--- config.mk ---
export PLATFORM = sky130hd
export DESIGN_NAME = sp_ff_array_arb
export DESIGN_NICKNAME = d
export VERILOG_FILES = /design/src/rtl/sp_ff_array_arb.sv
export SDC_FILE = /design/constraint.sdc
export NUM_CORES = 1
export LEC_CHECK = 0
export BUFFER_PORTS_ARGS = -buffer_cell sky130_fd_sc_hd__buf_4
export CAP_MARGIN = 5
export CELL_PAD_IN_SITES_DETAIL_PLACEMENT = 0
export CELL_PAD_IN_SITES_GLOBAL_PLACEMENT = 1
export CORE_MARGIN = 1.5
export CORE_UTILIZATION = 15
export CTS_BUF_LIST = sky130_fd_sc_hd__clkbuf_4 sky130_fd_sc_hd__clkbuf_8
export CTS_CLUSTER_DIAMETER = 40
export DETAILED_ROUTE_END_ITERATION = 10
export GPL_TIMING_DRIVEN = 0
export PLACE_DENSITY = 0.83
export SYNTH_ARGS = -nofsm -noshare
export SYNTH_HDL_FRONTEND = slang
export SYNTH_SLANG_ARGS = --single-unit
--- constraint.sdc ---
create_clock -name clk0 -period 1.35 [get_ports clk0]
set_input_delay 0.2025 -clock clk0 [delete_from_list [all_inputs] [get_ports clk0]]
set_output_delay 0.2025 -clock clk0 [all_outputs]
set_load 0.02 [all_outputs]
--- src/rtl/sp_ff_array_arb.sv ---
// sp_ff_array_arb: round-robin arbiter sharing one single-port FF array among NUM_REQ requesters.
// Latency: grant in the same cycle as req_valid; read data returned one cycle after the grant.
// Backpressure: req_ready is a one-hot grant; a requester holds its request until it is granted.
// Optional zero-fill clear sequencer is built only when SP_ARB_CLEAR_EN is defined.
module sp_ff_array_arb #(
  parameter int NUM_REQ = 2,
  parameter int S_INDEX = 4,
  parameter int WIDTH   = 32
) (
  input  logic                       clk0,
  input  logic                       rst0,
  input  logic [NUM_REQ-1:0]         req_valid,
  input  logic [NUM_REQ-1:0]         req_we,
  input  logic [NUM_REQ*S_INDEX-1:0] req_addr,
  input  logic [NUM_REQ*WIDTH-1:0]   req_wdata,
  output logic [NUM_REQ-1:0]         req_ready,
  output logic [NUM_REQ-1:0]         resp_valid,
  output logic [WIDTH-1:0]           resp_rdata,
  input  logic                       clear_req,
  output logic                       clear_busy,
  output logic                       csb0,
  output logic                       web0,
  output logic [S_INDEX-1:0]         addr0,
  output logic [WIDTH-1:0]           din0,
  input  logic [WIDTH-1:0]           dout0
);

  localparam int          PW   = (NUM_REQ > 1) ? $clog2(NUM_REQ) : 1;
  localparam logic [PW:0] NREQ = (PW+1)'(NUM_REQ);

  logic [PW-1:0]      r_rr_ptr;
  logic [NUM_REQ-1:0] r_resp_sel;
  logic [S_INDEX-1:0] r_last_addr;

  logic               w_clearing;
  logic               w_clr_start;
  logic [S_INDEX-1:0] w_clr_addr;
  logic               w_arb_en;
  logic               w_grant_vld;
  logic [PW-1:0]      w_grant_idx;
  logic [NUM_REQ-1:0] w_grant_oh;
  logic [PW:0]        w_scan;
  logic [PW:0]        w_ptr_sum;
  logic [PW-1:0]      w_ptr_nxt;
  logic               w_sel_we;
  logic [S_INDEX-1:0] w_sel_addr;
  logic [WIDTH-1:0]   w_sel_wdata;

`ifdef SP_ARB_CLEAR_EN
  typedef enum logic {ST_IDLE, ST_CLEAR} state_t;

  state_t             r_state;
  state_t             w_state_nxt;
  logic [S_INDEX-1:0] r_clr_cnt;

  // State register for the clear sequencer.
  always_ff @(posedge clk0 or posedge rst0) begin
    if (rst0) r_state <= ST_IDLE;
    else      r_state <= w_state_nxt;
  end

  // Enter CLEAR on a request from IDLE; leave after the last entry is written.
  always_comb begin
    w_state_nxt = r_state;
    w_clr_start = 1'b0;
    case (r_state)
      ST_IDLE: begin
        if (clear_req) begin
          w_state_nxt = ST_CLEAR;
          w_clr_start = 1'b1;
        end
      end
      ST_CLEAR: begin
        if (r_clr_cnt == {S_INDEX{1'b1}}) w_state_nxt = ST_IDLE;
      end
      default: w_state_nxt = ST_IDLE;
    endcase
  end

  // Clear address walks 0..2**S_INDEX-1 and wraps back to 0 on exit.
  always_ff @(posedge clk0 or posedge rst0) begin
    if (rst0)            r_clr_cnt <= '0;
    else if (w_clearing) r_clr_cnt <= r_clr_cnt + S_INDEX'(1);
  end

  assign w_clearing = (r_state == ST_CLEAR);
  assign w_clr_addr = r_clr_cnt;
`else
  logic w_unused_clear_req;

  assign w_unused_clear_req = clear_req;
  assign w_clearing         = 1'b0;
  assign w_clr_start        = 1'b0;
  assign w_clr_addr         = '0;
`endif

  // A clear in progress or starting this cycle blocks all grants.
  assign w_arb_en = !w_clearing && !w_clr_start;

  // Round-robin scan: first valid requester at or after rr_ptr, modulo NUM_REQ.
  always_comb begin
    w_grant_vld = 1'b0;
    w_grant_idx = '0;
    w_scan      = '0;
    for (int k = 0; k < NUM_REQ; k++) begin
      w_scan = {1'b0, r_rr_ptr} + (PW+1)'(k);
      if (w_scan >= NREQ) w_scan = w_scan - NREQ;
      if (w_arb_en && !w_grant_vld && req_valid[w_scan[PW-1:0]]) begin
        w_grant_vld = 1'b1;
        w_grant_idx = w_scan[PW-1:0];
      end
    end
  end

  assign w_grant_oh = w_grant_vld ? (NUM_REQ'(1) << w_grant_idx) : '0;

  // Select the granted requester's command fields.
  always_comb begin
    w_sel_we    = 1'b0;
    w_sel_addr  = '0;
    w_sel_wdata = '0;
    for (int i = 0; i < NUM_REQ; i++) begin
      if (w_grant_oh[i]) begin
        w_sel_we    = req_we[i];
        w_sel_addr  = req_addr[i*S_INDEX +: S_INDEX];
        w_sel_wdata = req_wdata[i*WIDTH +: WIDTH];
      end
    end
  end

  // Pointer moves to the requester after the one just granted.
  always_comb begin
    w_ptr_sum = {1'b0, w_grant_idx} + (PW+1)'(1);
    if (w_ptr_sum >= NREQ) w_ptr_sum = '0;
    w_ptr_nxt = w_ptr_sum[PW-1:0];
  end

  // Array drive: clear write, granted access, or a dummy read that flushes the registered write enable.
  always_comb begin
    req_ready = '0;
    csb0      = 1'b1;
    web0      = 1'b1;
    addr0     = '0;
    din0      = '0;
    if (!rst0) begin
      csb0 = 1'b0;
      if (w_clearing) begin
        web0  = 1'b0;
        addr0 = w_clr_addr;
      end else if (w_grant_vld) begin
        req_ready = w_grant_oh;
        web0      = ~w_sel_we;
        addr0     = w_sel_addr;
        din0      = w_sel_wdata;
      end else begin
        addr0 = r_last_addr;
      end
    end
  end

  // Arbitration pointer, read-response steering and last driven address.
  always_ff @(posedge clk0 or posedge rst0) begin
    if (rst0) begin
      r_rr_ptr    <= '0;
      r_resp_sel  <= '0;
      r_last_addr <= '0;
    end else begin
      if (w_grant_vld) r_rr_ptr <= w_ptr_nxt;
      r_resp_sel <= (w_grant_vld && !w_sel_we) ? w_grant_oh : '0;
      if (!csb0) r_last_addr <= addr0;
    end
  end

  // Read data is the array output steered by the registered one-hot select.
  assign resp_valid = r_resp_sel;
  assign resp_rdata = dout0;
  assign clear_busy = w_clearing;

endmodule

# [Word level (Yosys, flattened, before mapping)]
# Cells that the tools add are included.
[classes] addsub=4 order_cmp=5 shifts=1 muxes=28 bitwise_logic=1 n_reduce_logical=4
[ops] operator="32-bit 2-to-1 mux" count=4
[ops] operator="1-bit 2-to-1 mux" count=16
[ops] operator="4-bit 2-to-1 mux" count=4
[ops] operator="2-bit 2-to-1 mux" count=4
[ops] operator="1-bit by 1-bit adder with 2-bit output, second input constant" count=2
[ops] operator="2-bit >= comparator, second input constant" count=2
[ops] operator="1-bit by 2-bit < comparator with 1-bit output, second input constant" count=2
[ops] operator="1-bit by 2-bit >= comparator with 1-bit output, second input constant" count=1
[ops] operator="1-bit logical AND" count=2
[ops] operator="1-bit zero test" count=2
[ops] operator="1-bit by 1-bit << shifter with 2-bit output, first input constant" count=1
[ops] operator="1-bit subtractor, second input constant" count=2
[ops] operator="1-bit inverter" count=1
[totals] reg_bits=7 in_bits=111 out_inout_bits=75 word_cells=46

# [Logic depth before layout (Yosys ltp)]
[logic_depth] depth_word=15 ltp_mapped=6 mapped_depth_nobuf=3

# [Worst setup path after synthesis]
# OpenSTA, ideal clock, no wires.
[synth_path] kind="reg2out" start="register r_rr_ptr" end="output port addr0[0]" t_arrival_ns=1.403 required_ns=1.148 setup_slack_ns=-0.255 path_stages_with_launch=5 n_path_buf=1 cell_sequence="dfrtp_1 -> nor2b_4 -> buf_6 -> o21ai_0 -> a311oi_1"
[synth_between] elab_chain_len=14 elab_cells_between_ends=23 cone_classes="add/sub (3); order compare (2); shift (1); mux (15); reduce/logical (2)"
[synth_rtl] item="from (decl)" line_no="31" source="logic [PW-1:0] r_rr_ptr;"
[synth_rtl] item="from (signal assigned)" line_no="168" source="if (w_grant_vld) r_rr_ptr <= w_ptr_nxt;"
[synth_rtl] item="1-bit by 2-bit >= comparator with 1-bit output / 1-bit subtractor (equally long branches)" line_no="107" source="if (w_scan >= NREQ) w_scan = w_scan - NREQ;"
[synth_rtl] item="1-bit 2-to-1 mux" line_no="107"
[synth_rtl] item="1-bit 2-to-1 mux (implied by the code) (2 in a row)" line_no="108" source="if (w_arb_en && !w_grant_vld && req_valid[w_scan[PW-1:0]]) begin"
[synth_rtl] item="1-bit 2-to-1 mux" line_no="108"
[synth_rtl] item="1-bit zero test" line_no="108"
[synth_rtl] item="1-bit logical AND" line_no="108"
[synth_rtl] item="1-bit 2-to-1 mux" line_no="108"
[synth_rtl] item="1-bit by 1-bit << shifter with 2-bit output" line_no="115" source="assign w_grant_oh = w_grant_vld ? (NUM_REQ'(1) << w_grant_idx) : '0;"
[synth_rtl] item="2-bit 2-to-1 mux" line_no="115"
[synth_rtl] item="4-bit 2-to-1 mux (2 in a row)" line_no="123" source="if (w_grant_oh[i]) begin"
[synth_rtl] item="4-bit 2-to-1 mux *" line_no="150" source="end else if (w_grant_vld) begin"
[synth_rtl] item="4-bit 2-to-1 mux *" line_no="145" source="if (!rst0) begin"
[synth_rtl] item="to (decl)" line_no="23" source="output logic [S_INDEX-1:0] addr0,"
# Every way passes the cells marked *; elsewhere a longest branch is shown, timed or not. The select of a mux whose other input is x is not followed.

# [Final worst setup path]
[layout_path] start="register r_rr_ptr" end="output port din0[7]"
[layout_between] elab_chain_len=14 elab_cells_between_ends=23 cone_classes="add/sub (3); order compare (2); shift (1); mux (15); reduce/logical (2)"
[layout_rtl] item="1-bit by 2-bit >= comparator with 1-bit output / 1-bit subtractor (equally long branches)" line_no="107"
[layout_rtl] item="1-bit 2-to-1 mux" line_no="107"
[layout_rtl] item="1-bit 2-to-1 mux (implied by the code) (2 in a row)" line_no="108"
[layout_rtl] item="1-bit 2-to-1 mux" line_no="108"
[layout_rtl] item="1-bit zero test" line_no="108"
[layout_rtl] item="1-bit logical AND" line_no="108"
[layout_rtl] item="1-bit 2-to-1 mux" line_no="108"
[layout_rtl] item="1-bit by 1-bit << shifter with 2-bit output" line_no="115"
[layout_rtl] item="2-bit 2-to-1 mux" line_no="115"
[layout_rtl] item="32-bit 2-to-1 mux (2 in a row)" line_no="123"
[layout_rtl] item="32-bit 2-to-1 mux *" line_no="150"
[layout_rtl] item="32-bit 2-to-1 mux *" line_no="145"
[layout_rtl] item="to (decl)" line_no="24" source="output logic [WIDTH-1:0] din0,"
# Marks and branches as above.

==> metrics <==
violations in the final reports=negative setup slack; final clock period utilization by the worst path=129.6%; Post-Synthesis Net Count=242; reg-to-reg critical path startpoint=r_rr_ptr$_DFFE_PP0N_; fraction of power consumed by combinational cells=69.1%; area of the core=7214 µm²; clock latency of the later-clocked register in the worst-skew pair=0.22 ns; cells along the critical path=a21bo_4 > nor2_4 > buf_12 > buf_12 > a22o_4 > buf_6; category of the worst setup path capture point=primary output; RR Endpoint=r_last_addr[3]$_DFFE_PP0N_; Seq pwr share=between 10 and 15%; number of max-cap violations=0; vertical die dimension=88.97 µm; placed wire-length estimate=4123 µm; post-route antenna net violation count=0; post-layout power=1.825 mW; number of buffer cells added on primary ports=150; Synth Flop Type=dfrtp_1; min setup slack post-route=-0.4002 ns; required time at the endpoint of the critical path=approximately 1.2 ns; most frequent cells in the layout=buf_4 (158), buf_6 (40), a22o_4 (28); antenna diode count=0; antenna violations before repair=0; Finished Core Util=43.41%; critical-path maximum fanout=10; final weighted congestion in routability-driven placement=about 0.76; final setup vio count=40; TritonCTS clock tree=yes; path depth of the worst reg2reg path=7; hold-fix buffers at CTS=0; Die ar.=7915 µm²; Fmax=around 570 MHz; number of buffer and inverter instances along the worst setup path=3; layout overhead on the synthesized area=182.5%; Post-Syn Instances=approximately 130; GR Overflow Total=0; slew at the pin closest to its max-slew limit=0.6596 ns; global-route wire length before repair=6423 µm; #FFs+latches synth=7; path type of the worst setup path=reg2out; maximum number of buffers from clock root to sink=2; outcome=complete, but fails checks; Starting DRT DRC Count=44; effective utilization at floorplan=15.37%; count of cell types in the netlist=35; category of the worst setup path launch point=flop; most common cell after layout, fill and taps aside=buf_4; proportion of layout cells with a drive suffix above 1=86.80%; Static Leakage=between 1.5 and 2 nW; mapped cell area=1109 µm²; final worst clock skew=0.001409 ns; clock-pin slew of the registers on the worst-case setup and hold paths=0.04 ns; R2R Setup Slk=-0.19 ns; setup repair after global routing missed its margin=yes; total power density per cell area=roughly 580 nW/µm²; library cell appearing most often on the critical path=buf_12; worst vdd rail ir drop=239.9 µV; DR pass1 iterations=3; classification of the worst-slack hold path=in2async; clock root buffer=clkbuf_8; pin count of the biggest net entering global routing=11; internal portion of total power=1.195 mW; average footprint of a synthesized cell=8.462 µm²; Horiz. Die Dim=between 80 and 90 µm; clock tree sinks=7; Post-Route WL=5413 µm; shortest clock period the worst path allows after layout=1.750 ns; number of warnings reported in the yosys synthesis log=0; worst hold margin=0.03622 ns; placement row count=31; final-report max-slew violation count=0; setup slack at placement=-0.2195 ns; drt via density=4.144; average wire per cell in the routed design=13.47 µm; number of global-route vias before repair=1409; clock buffer count from CTS=3; delay of the slowest cell on the worst path=0.43 ns; Top Family by Delay on Critical Path=flip-flops; H-Tree Level Count=1; net switching power figure=630.6 µW; number of failing hold endpoints at the final stage=0; number of vias after detailed routing=approximately 1.7k; headroom to the max-slew limit=55.93%; sequential area share after synthesis=15.80%; Sum Neg Setup Slack=-14.01 ns; area used by sequential logic in the layout=176.4 µm²; Top Ports=186; Layout fillers=between 700 and 800; Sw Share=34.55%; number of enable flip-flop cells after synthesis=0; ys async rst share=100.0%; clock network power share=17.0%; Total Routing Usage GR=approximately a tenth; Data arrival, critical path=between 1.5 and 2 ns; number of nets in the layout=415; CP max-delay cell=dfrtp_2; number of remaining DRC errors=0; area occupied by multi-input gates=894.6 µm²
## cells by family after synthesis
group / Yosys count / share of synthesized area, %
AOI/OAI and AO/OA: 54 / 39.17
buffers and inverters: 46 / 31.94
DFF: 7 / 15.80
muxes: 1 / 1.016
other: 1 / 0.3383
and+or+nand+nor: 22 / 11.74
## metal layers
metal	vias up	share of wire [%]	routed length, µm	track usage, %
met5	-	0	0	0
met4	0	0.35	19	2.098
met3	2	12	656	4.063
met2	95	55	2973	20.04
met1	771	33	1764	10.51
li1	798	-	-	-
## per-stage QoR
step                      area (µm²)  std cells
after CTS                       2938        392
after global placement          2644        380
after global routing            3132        402
final                           3132        402
after floorplan                 1394        131
after detailed placement        2644        380
## state kept, by name (all words and copies together) (netlist names)
| register | flops |
|---|---|
| r_last_addr | 4 |
| r_rr_ptr | 1 |
| resp_valid | 2 |
## power by group through the flow
stage                     Sequential (mW)  Clock, mW  Combinational, mW
after floorplan                     0.259          0              0.594
final                               0.255      0.310               1.26
after global routing                0.259      0.335               1.33
after global placement              0.257          0               1.04
after CTS                           0.255      0.323               1.18
after detailed placement            0.258          0               1.05
## how the worst max path moves through the flow
stage	from	endpoint	depth (start not counted)	slack (ns)
finish	r_rr_ptr$_DFFE_PP0N_	din0[7]	6	-0.40
global route	r_rr_ptr$_DFFE_PP0N_	din0[15]	6	-0.44
CTS	r_rr_ptr$_DFFE_PP0N_	din0[15]	7	-0.41
detailed placement	r_rr_ptr$_DFFE_PP0N_	din0[28]	5	-0.22
global placement	r_rr_ptr$_DFFE_PP0N_	din0[10]	5	-0.22
floorplan	r_rr_ptr$_DFFE_PP0N_	din0[15]	4	-0.02
## Yosys cell counts, drive strengths merged, types with 2 or more instances
library cell | number | area, µm²
a21oi | 4 | 20.02
a221o | 2 | 20.02
a22o | 28 | 245.2
a311oi | 2 | 17.52
and2 | 3 | 18.77
buf | 43 | 342.8
dfrtp | 7 | 175.2
inv | 3 | 11.26
nand3 | 6 | 30.03
nor2 | 6 | 25.03
nor3 | 3 | 26.28
o21ai | 8 | 40.03
## repair_timing
action                                  4_1_cts  5_1_grt
resized for setup                            45       20
buffers inserted                              6        9
endpoints found under the setup margin       40       41
cloned                                        2        3
pin swaps                                     8       11
## area by class of cell
class                   count  share of cell area, %
well taps                  99                  3.955
repair buffers            169                  48.30
multi-input cells          78                  28.57
clock buffers               4                  1.558
inverters                   3                 0.3596
plain buffers              42                  11.63
flip-flops and latches      7                  5.633
## worst register-to-register path: stages, from the launching register on
cell and delay (ns):
dfrtp_2 0.40, a21bo_4 0.16, nor2_4 0.05, buf_12 0.14, clkbuf_16 0.15, buf_6 0.11, buf_6 0.10, a221o_1 0.30
(Power assumes the default switching activity.)
